<file path="config.mk">
export PLATFORM = sky130hd
export DESIGN_NAME = pipe_step_ctrl_flat
export DESIGN_NICKNAME = d
export VERILOG_FILES = /design/src/rtl/pipe_step_ctrl_pkg.sv /design/src/rtl/pipe_step_ctrl_if.sv /design/src/rtl/pipe_step_ctrl_btn_debounce.sv /design/src/rtl/pipe_step_ctrl.sv /design/src/flat_wrapper.sv
export SDC_FILE = /design/constraint.sdc
export NUM_CORES = 1
export LEC_CHECK = 0
export ABC_CLOCK_PERIOD_IN_PS = 4280
export BUFFER_PORTS_ARGS = -buffer_cell sky130_fd_sc_hd__buf_2
export CORE_MARGIN = 4
export CORE_UTILIZATION = 45
export CTS_CLUSTER_SIZE = 14
export DETAILED_ROUTE_END_ITERATION = 8
export HOLD_SLACK_MARGIN = 0.08
export PLACE_DENSITY = 0.73
export SYNTH_ARGS = -nofsm -noshare
export SYNTH_HDL_FRONTEND = slang
export SYNTH_SLANG_ARGS = --single-unit
</file>
<file path="constraint.sdc">
create_clock -name clk -period 4.28 [get_ports clk]
set_clock_uncertainty 0.2 [all_clocks]
set_input_delay 0.214 -clock clk [delete_from_list [all_inputs] [get_ports clk]]
set_output_delay 0.214 -clock clk [all_outputs]
set_load 0.05 [all_outputs]
</file>
<file path="src/rtl/pipe_step_ctrl_pkg.sv">
// Shared types and default constants for the pipeline step controller.
package pipe_ctrl_pkg;

    // Controller states.
    typedef enum logic [1:0] {
        ST_IDLE = 2'd0,
        ST_RUN  = 2'd1,
        ST_HALT = 2'd2
    } state_e;

    // Defaults sized for a 50 MHz board clock.
    localparam int DEF_DEBOUNCE_CYCLES = 50000;
    localparam int DEF_RUN_DIV         = 25000000;
    localparam int DEF_CNT_W           = 8;
    localparam int DEF_PC_W            = 32;

    // Width of a counter that must hold the values 0..n-1.
    function automatic int cnt_width(input int n);
        return (n <= 2) ? 1 : $clog2(n);
    endfunction

endpackage

</file>
<file path="src/rtl/pipe_step_ctrl_if.sv">
// Board-side signal bundle of the step controller: buttons, breakpoint
// inputs and the pipeline/LCD-facing outputs.
interface pipe_step_ctrl_if
    import pipe_ctrl_pkg::*;
#(
    parameter int CNT_W = DEF_CNT_W,
    parameter int PC_W  = DEF_PC_W
);
    logic             btn_step;
    logic             btn_run;
    logic             clr;
    logic [PC_W-1:0]  pc;
    logic [PC_W-1:0]  break_pc;
    logic             break_en;
    logic             step_en;
    logic             refresh;
    logic [CNT_W-1:0] cycle_cnt;
    logic             running;
    logic             halted;

    // Board / environment side.
    modport master (
        output btn_step, btn_run, clr, pc, break_pc, break_en,
        input  step_en, refresh, cycle_cnt, running, halted
    );

    // Controller side.
    modport slave (
        input  btn_step, btn_run, clr, pc, break_pc, break_en,
        output step_en, refresh, cycle_cnt, running, halted
    );
endinterface

</file>
<file path="src/rtl/pipe_step_ctrl_btn_debounce.sv">
// Raw button front end: 2-FF synchronizer, stability filter and registered
// rising-edge detector on the filtered level.
module btn_debounce
    import pipe_ctrl_pkg::*;
#(
    parameter int DEBOUNCE_CYCLES = DEF_DEBOUNCE_CYCLES
) (
    input  logic clk,
    input  logic rst_n,
    input  logic btn,
    output logic level,
    output logic rise
);
    localparam int CW = cnt_width(DEBOUNCE_CYCLES);

    logic [1:0]    sync_q,      sync_d;
    logic [CW-1:0] cnt_q,       cnt_d;
    logic          level_q,     level_d;
    logic          level_dly_q, level_dly_d;
    logic          rise_q,      rise_d;

    // Next-state: shift the synchronizer, count cycles of disagreement, flip
    // the accepted level after DEBOUNCE_CYCLES of them, and flag a 0->1 change.
    always_comb begin
        // NOTE: every variable gets a default first so no path leaves it unassigned and infers a latch.
        sync_d      = {sync_q[0], btn};
        cnt_d       = cnt_q;
        level_d     = level_q;
        level_dly_d = level_q;
        rise_d      = level_q & ~level_dly_q;
        if (sync_q[1] == level_q) begin
            // Agreement (or a bounce back) restarts the stability window.
            cnt_d = '0;
        end else if (cnt_q == CW'(DEBOUNCE_CYCLES - 1)) begin
            level_d = ~level_q;
            cnt_d   = '0;
        end else begin
            cnt_d = cnt_q + 1'b1;
        end
    end

    // Filter and synchronizer registers.
    always_ff @(posedge clk or negedge rst_n) begin
        // NOTE: state registers use non-blocking assignments so every flop samples pre-edge values.
        if (!rst_n) begin
            sync_q      <= '0;
            cnt_q       <= '0;
            level_q     <= 1'b0;
            level_dly_q <= 1'b0;
            rise_q      <= 1'b0;
        end else begin
            sync_q      <= sync_d;
            cnt_q       <= cnt_d;
            level_q     <= level_d;
            level_dly_q <= level_dly_d;
            rise_q      <= rise_d;
        end
    end

    assign level = level_q;
    assign rise  = rise_q;

endmodule

</file>
<file path="src/rtl/pipe_step_ctrl.sv">
// Clock-enable sequencer for the teaching pipeline: turns debounced button
// presses into single step_en pulses, or free-runs at RUN_DIV cycles per step
// with an optional PC breakpoint, and keeps the step counter and LCD strobe.
module pipe_step_ctrl
    import pipe_ctrl_pkg::*;
#(
    parameter int DEBOUNCE_CYCLES = DEF_DEBOUNCE_CYCLES,
    parameter int RUN_DIV         = DEF_RUN_DIV,
    parameter int CNT_W           = DEF_CNT_W,
    parameter int PC_W            = DEF_PC_W
) (
    input  logic              clk,
    input  logic              rst_n,
    pipe_step_ctrl_if.slave   bus
);
    localparam int PW = cnt_width(RUN_DIV);

    logic [1:0]       rst_pipe_q, rst_pipe_d;
    logic             rst_sync_n;
    logic             step_level, run_level;
    logic             step_pulse, run_pulse;
    logic             unused_levels;

    state_e           state_q,   state_d;
    logic [PW-1:0]    presc_q,   presc_d;
    logic             skip_bp_q, skip_bp_d;
    logic             step_en_q, step_en_d;
    logic             refresh_q, refresh_d;
    logic [CNT_W-1:0] cnt_q,     cnt_d;
    logic             presc_tc;
    logic             bp_hit;

    // Reset release ordering: assertion is immediate, deassertion lands on a clock edge.
    assign rst_pipe_d = {rst_pipe_q[0], 1'b1};

    // Reset synchronizer.
    always_ff @(posedge clk or negedge rst_n) begin
        if (!rst_n) begin
            rst_pipe_q <= '0;
        end else begin
            rst_pipe_q <= rst_pipe_d;
        end
    end

    assign rst_sync_n = rst_pipe_q[1];

    btn_debounce #(.DEBOUNCE_CYCLES(DEBOUNCE_CYCLES)) u_db_step (
        .clk   (clk),
        .rst_n (rst_sync_n),
        .btn   (bus.btn_step),
        .level (step_level),
        .rise  (step_pulse)
    );

    btn_debounce #(.DEBOUNCE_CYCLES(DEBOUNCE_CYCLES)) u_db_run (
        .clk   (clk),
        .rst_n (rst_sync_n),
        .btn   (bus.btn_run),
        .level (run_level),
        .rise  (run_pulse)
    );

    // Only the press edges drive the sequencer; the held levels are not needed here.
    assign unused_levels = step_level ^ run_level;

    assign presc_tc = (presc_q == PW'(RUN_DIV - 1));
    assign bp_hit   = bus.break_en && (PC_W'(bus.pc) == PC_W'(bus.break_pc));

    // Next-state and step decision; priority is clr, then run press, then step press.
    always_comb begin
        state_d   = state_q;
        presc_d   = presc_q;
        skip_bp_d = skip_bp_q;
        step_en_d = 1'b0;
        cnt_d     = cnt_q;
        if (bus.clr) begin
            state_d   = ST_IDLE;
            presc_d   = '0;
            skip_bp_d = 1'b0;
        end else begin
            unique case (state_q)
                ST_IDLE: begin
                    if (run_pulse) begin
                        state_d = ST_RUN;
                        presc_d = '0;
                    end else if (step_pulse) begin
                        step_en_d = 1'b1;
                    end
                end
                ST_RUN: begin
                    if (run_pulse) begin
                        state_d = ST_IDLE;
                        presc_d = '0;
                    end else if (presc_tc) begin
                        presc_d = '0;
                        if (bp_hit && !skip_bp_q) begin
                            state_d = ST_HALT;
                        end else begin
                            step_en_d = 1'b1;
                            skip_bp_d = 1'b0;
                        end
                    end else begin
                        presc_d = presc_q + 1'b1;
                    end
                end
                ST_HALT: begin
                    if (run_pulse) begin
                        // Resume must be able to step off the breakpoint PC.
                        state_d   = ST_RUN;
                        presc_d   = '0;
                        skip_bp_d = 1'b1;
                    end else if (step_pulse) begin
                        state_d   = ST_IDLE;
                        step_en_d = 1'b1;
                    end
                end
                default: begin
                    state_d = ST_IDLE;
                    presc_d = '0;
                end
            endcase
        end
        if (bus.clr) begin
            cnt_d = '0;
        end else if (step_en_d) begin
            cnt_d = cnt_q + 1'b1;
        end
        refresh_d = step_en_q | bus.clr;
    end

    // Controller state, prescaler, counter and output registers.
    always_ff @(posedge clk or negedge rst_sync_n) begin
        if (!rst_sync_n) begin
            state_q   <= ST_IDLE;
            presc_q   <= '0;
            skip_bp_q <= 1'b0;
            step_en_q <= 1'b0;
            refresh_q <= 1'b0;
            cnt_q     <= '0;
        end else begin
            state_q   <= state_d;
            presc_q   <= presc_d;
            skip_bp_q <= skip_bp_d;
            step_en_q <= step_en_d;
            refresh_q <= refresh_d;
            cnt_q     <= cnt_d;
        end
    end

    assign bus.step_en   = step_en_q;
    assign bus.refresh   = refresh_q;
    assign bus.cycle_cnt = cnt_q;
    assign bus.running   = (state_q == ST_RUN);
    assign bus.halted    = (state_q == ST_HALT);

endmodule

</file>
<file path="src/flat_wrapper.sv">
// flat-port wrapper written by rule: the top's interface ports become plain ports
module pipe_step_ctrl_flat import pipe_ctrl_pkg::*;
#(
    parameter int DEBOUNCE_CYCLES = DEF_DEBOUNCE_CYCLES,
    parameter int RUN_DIV         = DEF_RUN_DIV,
    parameter int CNT_W           = DEF_CNT_W,
    parameter int PC_W            = DEF_PC_W
)
  (clk, rst_n, bus_btn_step, bus_btn_run, bus_clr, bus_pc, bus_break_pc, bus_break_en, bus_step_en, bus_refresh, bus_cycle_cnt, bus_running, bus_halted);
  pipe_step_ctrl_if #(.CNT_W(CNT_W), .PC_W(PC_W)) bus_i ();
  input  logic clk;
  input  logic rst_n;
  input wire logic [$bits(bus_i.btn_step)-1:0] bus_btn_step;
  input wire logic [$bits(bus_i.btn_run)-1:0] bus_btn_run;
  input wire logic [$bits(bus_i.clr)-1:0] bus_clr;
  input wire logic [$bits(bus_i.pc)-1:0] bus_pc;
  input wire logic [$bits(bus_i.break_pc)-1:0] bus_break_pc;
  input wire logic [$bits(bus_i.break_en)-1:0] bus_break_en;
  output wire logic [$bits(bus_i.step_en)-1:0] bus_step_en;
  output wire logic [$bits(bus_i.refresh)-1:0] bus_refresh;
  output wire logic [$bits(bus_i.cycle_cnt)-1:0] bus_cycle_cnt;
  output wire logic [$bits(bus_i.running)-1:0] bus_running;
  output wire logic [$bits(bus_i.halted)-1:0] bus_halted;
  assign bus_i.btn_step = bus_btn_step;
  assign bus_i.btn_run = bus_btn_run;
  assign bus_i.clr = bus_clr;
  assign bus_i.pc = bus_pc;
  assign bus_i.break_pc = bus_break_pc;
  assign bus_i.break_en = bus_break_en;
  assign bus_step_en = bus_i.step_en;
  assign bus_refresh = bus_i.refresh;
  assign bus_cycle_cnt = bus_i.cycle_cnt;
  assign bus_running = bus_i.running;
  assign bus_halted = bus_i.halted;
  pipe_step_ctrl #(.DEBOUNCE_CYCLES(DEBOUNCE_CYCLES), .RUN_DIV(RUN_DIV), .CNT_W(CNT_W), .PC_W(PC_W)) u_core (.clk(clk), .rst_n(rst_n), .bus(bus_i));
endmodule
</file>
==> flow_results.xml <==
<?xml version="1.0" encoding="UTF-8"?>
<metrics>
  <group name="outcome">
    <metric name="outcome" unit="">finished, final reports clean</metric>
  </group>
  <group name="yosys">
    <metric name="yosysSeqAreaShare" unit="">0.4952</metric>
    <metric name="post_synth_num_cell_types" unit="">36</metric>
    <metric name="yosysMostFrequentCell" unit="">sky130_fd_sc_hd__dfrtp_1</metric>
    <metric name="netlist_top_cells_count" unit="">sky130_fd_sc_hd__dfrtp_1 (82), sky130_fd_sc_hd__nor2_1 (63), sky130_fd_sc_hd__xnor2_1 (49)</metric>
    <metric name="ys_top_cells_by_area" unit="">sky130_fd_sc_hd__dfrtp_1 (50%), sky130_fd_sc_hd__xnor2_1 (10%), sky130_fd_sc_hd__xor2_1 (6.1%)</metric>
    <metric name="syn_area" unit="um^2">4144</metric>
    <metric name="postSynthRegisterBits" unit="">82</metric>
    <metric name="synth_largest_area_cell" unit="">sky130_fd_sc_hd__dfrtp_1</metric>
    <metric name="syn_avg_cell_area" unit="um^2">9.728</metric>
    <metric name="number_of_enable_type_register_cells_in_the_synthesized_netlist" unit="">0</metric>
    <metric name="synth_warn" unit="">0</metric>
    <metric name="synth-async-reset-ratio" unit="">1.000</metric>
    <metric name="synth_top_area_frac" unit="">0.4952</metric>
    <metric name="syn-instance-count" unit="">426</metric>
    <metric name="main_flop_type_after_synthesis" unit="">sky130_fd_sc_hd__dfrtp_1</metric>
    <metric name="postSynthNetCount" unit="">500</metric>
  </group>
  <group name="power">
    <metric name="vdd_drop_max" unit="mV">0.1680</metric>
    <metric name="cellPowerDensity" unit="nW/um^2">307.6</metric>
    <metric name="total_leakage_power" unit="uW">0.002219</metric>
  </group>
  <group name="route">
    <metric name="drc" unit="">0</metric>
    <metric name="vias_per_cell" unit="">5.212</metric>
    <metric name="postRouteAntennaNets" unit="">0</metric>
    <metric name="detail_route.wl_per_cell" unit="um">13.12</metric>
    <metric name="first_pass_iters" unit="">4</metric>
    <metric name="routed_wire_length_on_met2" unit="mm">3.964</metric>
    <metric name="top_signal_layer_used" unit="">met4</metric>
    <metric name="drt-initial-drc-count" unit="">145</metric>
    <metric name="routed_length_on_met3" unit="um">661</metric>
    <metric name="met1Wirelength" unit="mm">3.565</metric>
    <metric name="route.final.wire_length" unit="mm">8.281</metric>
    <metric name="vias_after_detailed_routing" unit="">3289</metric>
  </group>
  <group name="global_route">
    <metric name="pin_count_of_the_biggest_net_entering_global_routing" unit="">81</metric>
    <metric name="grt.total_usage" unit="">0.1620</metric>
    <metric name="grt_residual_overflow" unit="">0</metric>
    <metric name="number_of_global_route_vias_before_repair" unit="">3338</metric>
    <metric name="grt_antenna_before_repair" unit="">0</metric>
    <metric name="first_pass_grt_wire_length" unit="mm">14.58</metric>
  </group>
  <group name="cts">
    <metric name="cts.path.max_buffers" unit="">2</metric>
    <metric name="worstSkewPairLatency" unit="ns">0.35</metric>
    <metric name="clockRootBuffer" unit="">sky130_fd_sc_hd__clkbuf_8</metric>
    <metric name="cts_hold_buf" unit="">5</metric>
    <metric name="cts_max_level" unit="">3</metric>
    <metric name="cts.repair.resized" unit="">0</metric>
    <metric name="path_clk_slew" unit="ns">0.08</metric>
    <metric name="cts_made_buffers" unit="">9</metric>
    <metric name="post_cts_setup_repair_buffer_count" unit="">0</metric>
    <metric name="cts_sinks" unit="">82</metric>
    <metric name="tritoncts" unit="">built</metric>
  </group>
  <group name="timing">
    <metric name="highest_clock_rate" unit="GHz">0.3683</metric>
    <metric name="setup_repair_after_global_routing_missed_its_margin" unit="">no</metric>
    <metric name="timing.final.setup_violations" unit="">0</metric>
    <metric name="ratio_of_final_minimum_period_to_clock_period" unit="">0.6344</metric>
    <metric name="hold_viol" unit="">0</metric>
    <metric name="tightestPinTransition" unit="ns">0.9769</metric>
    <metric name="max_slew_margin" unit="">0.3487</metric>
    <metric name="timing.setup.tns" unit="ns">0</metric>
    <metric name="timing_max_transition_violations_final" unit="">0</metric>
    <metric name="timing.final.crit_period" unit="ns">2.715</metric>
  </group>
  <group name="setup_path">
    <metric name="worstSetupStartpointType" unit="">flip-flop</metric>
    <metric name="arrival" unit="ns">2.80</metric>
    <metric name="r2r_setup_slk" unit="ns">1.56</metric>
    <metric name="timing.critical_path.fanout_max" unit="">14</metric>
    <metric name="criticalPathCategory" unit="">flip-flop to flip-flop</metric>
    <metric name="crit_path_end_kind" unit="">flip-flop</metric>
    <metric name="regToRegEndpoint" unit="">u_core.bus.cycle_cnt[3]$_DFFE_PN0P_</metric>
    <metric name="reg2reg_depth" unit="">7</metric>
    <metric name="cp_data_required_time" unit="ns">4.36</metric>
    <metric name="worstReg2RegStart" unit="">u_core.presc_q[0]$_DFFE_PN0P_</metric>
  </group>
  <group name="hold_path">
    <metric name="worst_hold_path_type" unit="">flip-flop to flip-flop</metric>
    <metric name="holdCritStartpoint" unit="">u_core.u_db_run.sync_q[0]$_DFF_PN0_</metric>
    <metric name="hold_path_end" unit="">u_core.u_db_run.sync_q[1]$_DFF_PN0_</metric>
    <metric name="whs_path_depth" unit="">0</metric>
  </group>
  <group name="floorplan">
    <metric name="core-area" unit="um^2">8848</metric>
    <metric name="floorplan.initialDensity" unit="">0.4683</metric>
    <metric name="boundary_pins" unit="">82</metric>
    <metric name="fp.dieArea" unit="um^2">10810</metric>
    <metric name="die_y" unit="um">104.0</metric>
    <metric name="dieWidth" unit="um">104.0</metric>
    <metric name="rows" unit="">34</metric>
  </group>
  <group name="finish">
    <metric name="layout.core_utilization" unit="">0.5592</metric>
    <metric name="areaGrowthSynthToFinish" unit="%">19.41</metric>
    <metric name="finalNetCount" unit="">592</metric>
    <metric name="share_of_cells_above_drive_strength_1" unit="">0.2084</metric>
    <metric name="antenna_cells_inserted" unit="">0</metric>
  </group>
  <group name="placed_design">
    <metric name="post-dp-hpwl" unit="mm">6.040</metric>
    <metric name="io_buffer_count" unit="">81</metric>
    <metric name="routabilityCongestion" unit="">0.8580</metric>
  </group>
  <group name="job">
    <metric name="timing.max_cap.violations" unit="">0</metric>
  </group>
</metrics>
## layout by cell type (no fill, tap or decap), drive strengths merged, types with 3 or more instances in the layout
cell type     n
buf          83
dfrtp        82
nor2         63
xnor2        49
nand2        34
xor2         29
o21ai        21
nand3        20
nand4        19
nor3         15
and3         13
inv          12
clkbuf       12
a21oi        10
or3           9
nor2b         7
dlygate4sd3   5
nor4b         5
nor4          4
and4          4
o31ai         4
ha            4
or2           3
## per-layer routing
metal | track usage | vias up
met5 | 0 | -
met4 | 0.05223 | 0
met3 | 0.06580 | 6
met2 | 0.2772 | 97
met1 | 0.1846 | 1548
li1 | - | 1638
## where the power goes
group / internal [uW] / switching, uW
Combinational: 53.4 / 41.7
Sequential: 782 / 18.5
Clock: 361 / 266
## cells by family (layout without fill, tap and decap cells)
logic type	count (synthesis)	in the layout	synth area share
mux	3	3	0.007850
simple gates	200	200	0.2479
compound gates	39	39	0.05224
buf+inv	19	116	0.01902
xor+xnor	78	78	0.1649
other cells	1	1	0.0009049
flops	82	82	0.4952
fa+ha+maj	4	4	0.01208
## registers in the layout, indices dropped and copies added, names as in the netlist
name / flops
u_core.bus.step_en: 1
u_core.u_db_run.cnt_q: 16
u_core.u_db_run.sync_q: 2
u_core.u_db_step.level: 1
u_core.u_db_step.rise: 1
u_core.u_db_run.level: 1
u_core.state_q: 2
u_core.u_db_run.level_dly_q: 1
u_core.u_db_run.rise: 1
u_core.u_db_step.sync_q: 2
u_core.bus.cycle_cnt: 8
u_core.presc_q: 25
u_core.skip_bp_q: 1
u_core.bus.refresh: 1
u_core.u_db_step.cnt_q: 16
u_core.u_db_step.level_dly_q: 1
u_core.rst_pipe_q: 2
## per-stage QoR
step                      std cells  instance area (um^2)  hold slack (ns)  power [uW]  setup WS (ns)
after CTS                       631                  4949           0.1583        1548          1.555
final                           631                  4949           0.1552        1522          1.565
after floorplan                 426                  4144          -0.2816       858.2          1.454
after global routing            631                  4949           0.1603        1586          1.324
after detailed placement        610                  4669          -0.2001       909.2          1.576
after global placement          610                  4669          -0.2014       906.2          1.654
## critical path: stages, from the launching register on
cell and delay [ns]:
sky130_fd_sc_hd__dfrtp_1 0.38, sky130_fd_sc_hd__ha_1 0.20, sky130_fd_sc_hd__nand3_1 0.17, sky130_fd_sc_hd__or2_2 0.34, sky130_fd_sc_hd__or3_4 0.41, sky130_fd_sc_hd__o31a_1 0.39, sky130_fd_sc_hd__or3_1 0.40, sky130_fd_sc_hd__a21oi_1 0.15
## how the worst max path moves through the flow
stage                                             start  cells past startpoint                                   to
after floorplan           u_core.state_q[0]$_DFFE_PN0P_                      8  u_core.bus.cycle_cnt[6]$_DFFE_PN0P_
after global placement    u_core.presc_q[0]$_DFFE_PN0P_                      7  u_core.bus.cycle_cnt[4]$_DFFE_PN0P_
after detailed placement  u_core.presc_q[0]$_DFFE_PN0P_                      7  u_core.bus.cycle_cnt[3]$_DFFE_PN0P_
after CTS                 u_core.presc_q[0]$_DFFE_PN0P_                      7  u_core.bus.cycle_cnt[3]$_DFFE_PN0P_
after global routing                            bus_clr                     10       u_core.presc_q[21]$_DFFE_PN0P_
final                     u_core.presc_q[0]$_DFFE_PN0P_                      7  u_core.bus.cycle_cnt[3]$_DFFE_PN0P_
## layout make-up
class	count	area [um^2]
Multi-Input combinational cell	325	2013
Inverter	12	45.04
Fill cell	756	3900
Timing Repair Buffer	88	470.5
Clock inverter	4	73.82
Clock buffer	12	155.1
Tap cell	108	135.1
Sequential cell	82	2056
Power figures use the tool's default switching activity.
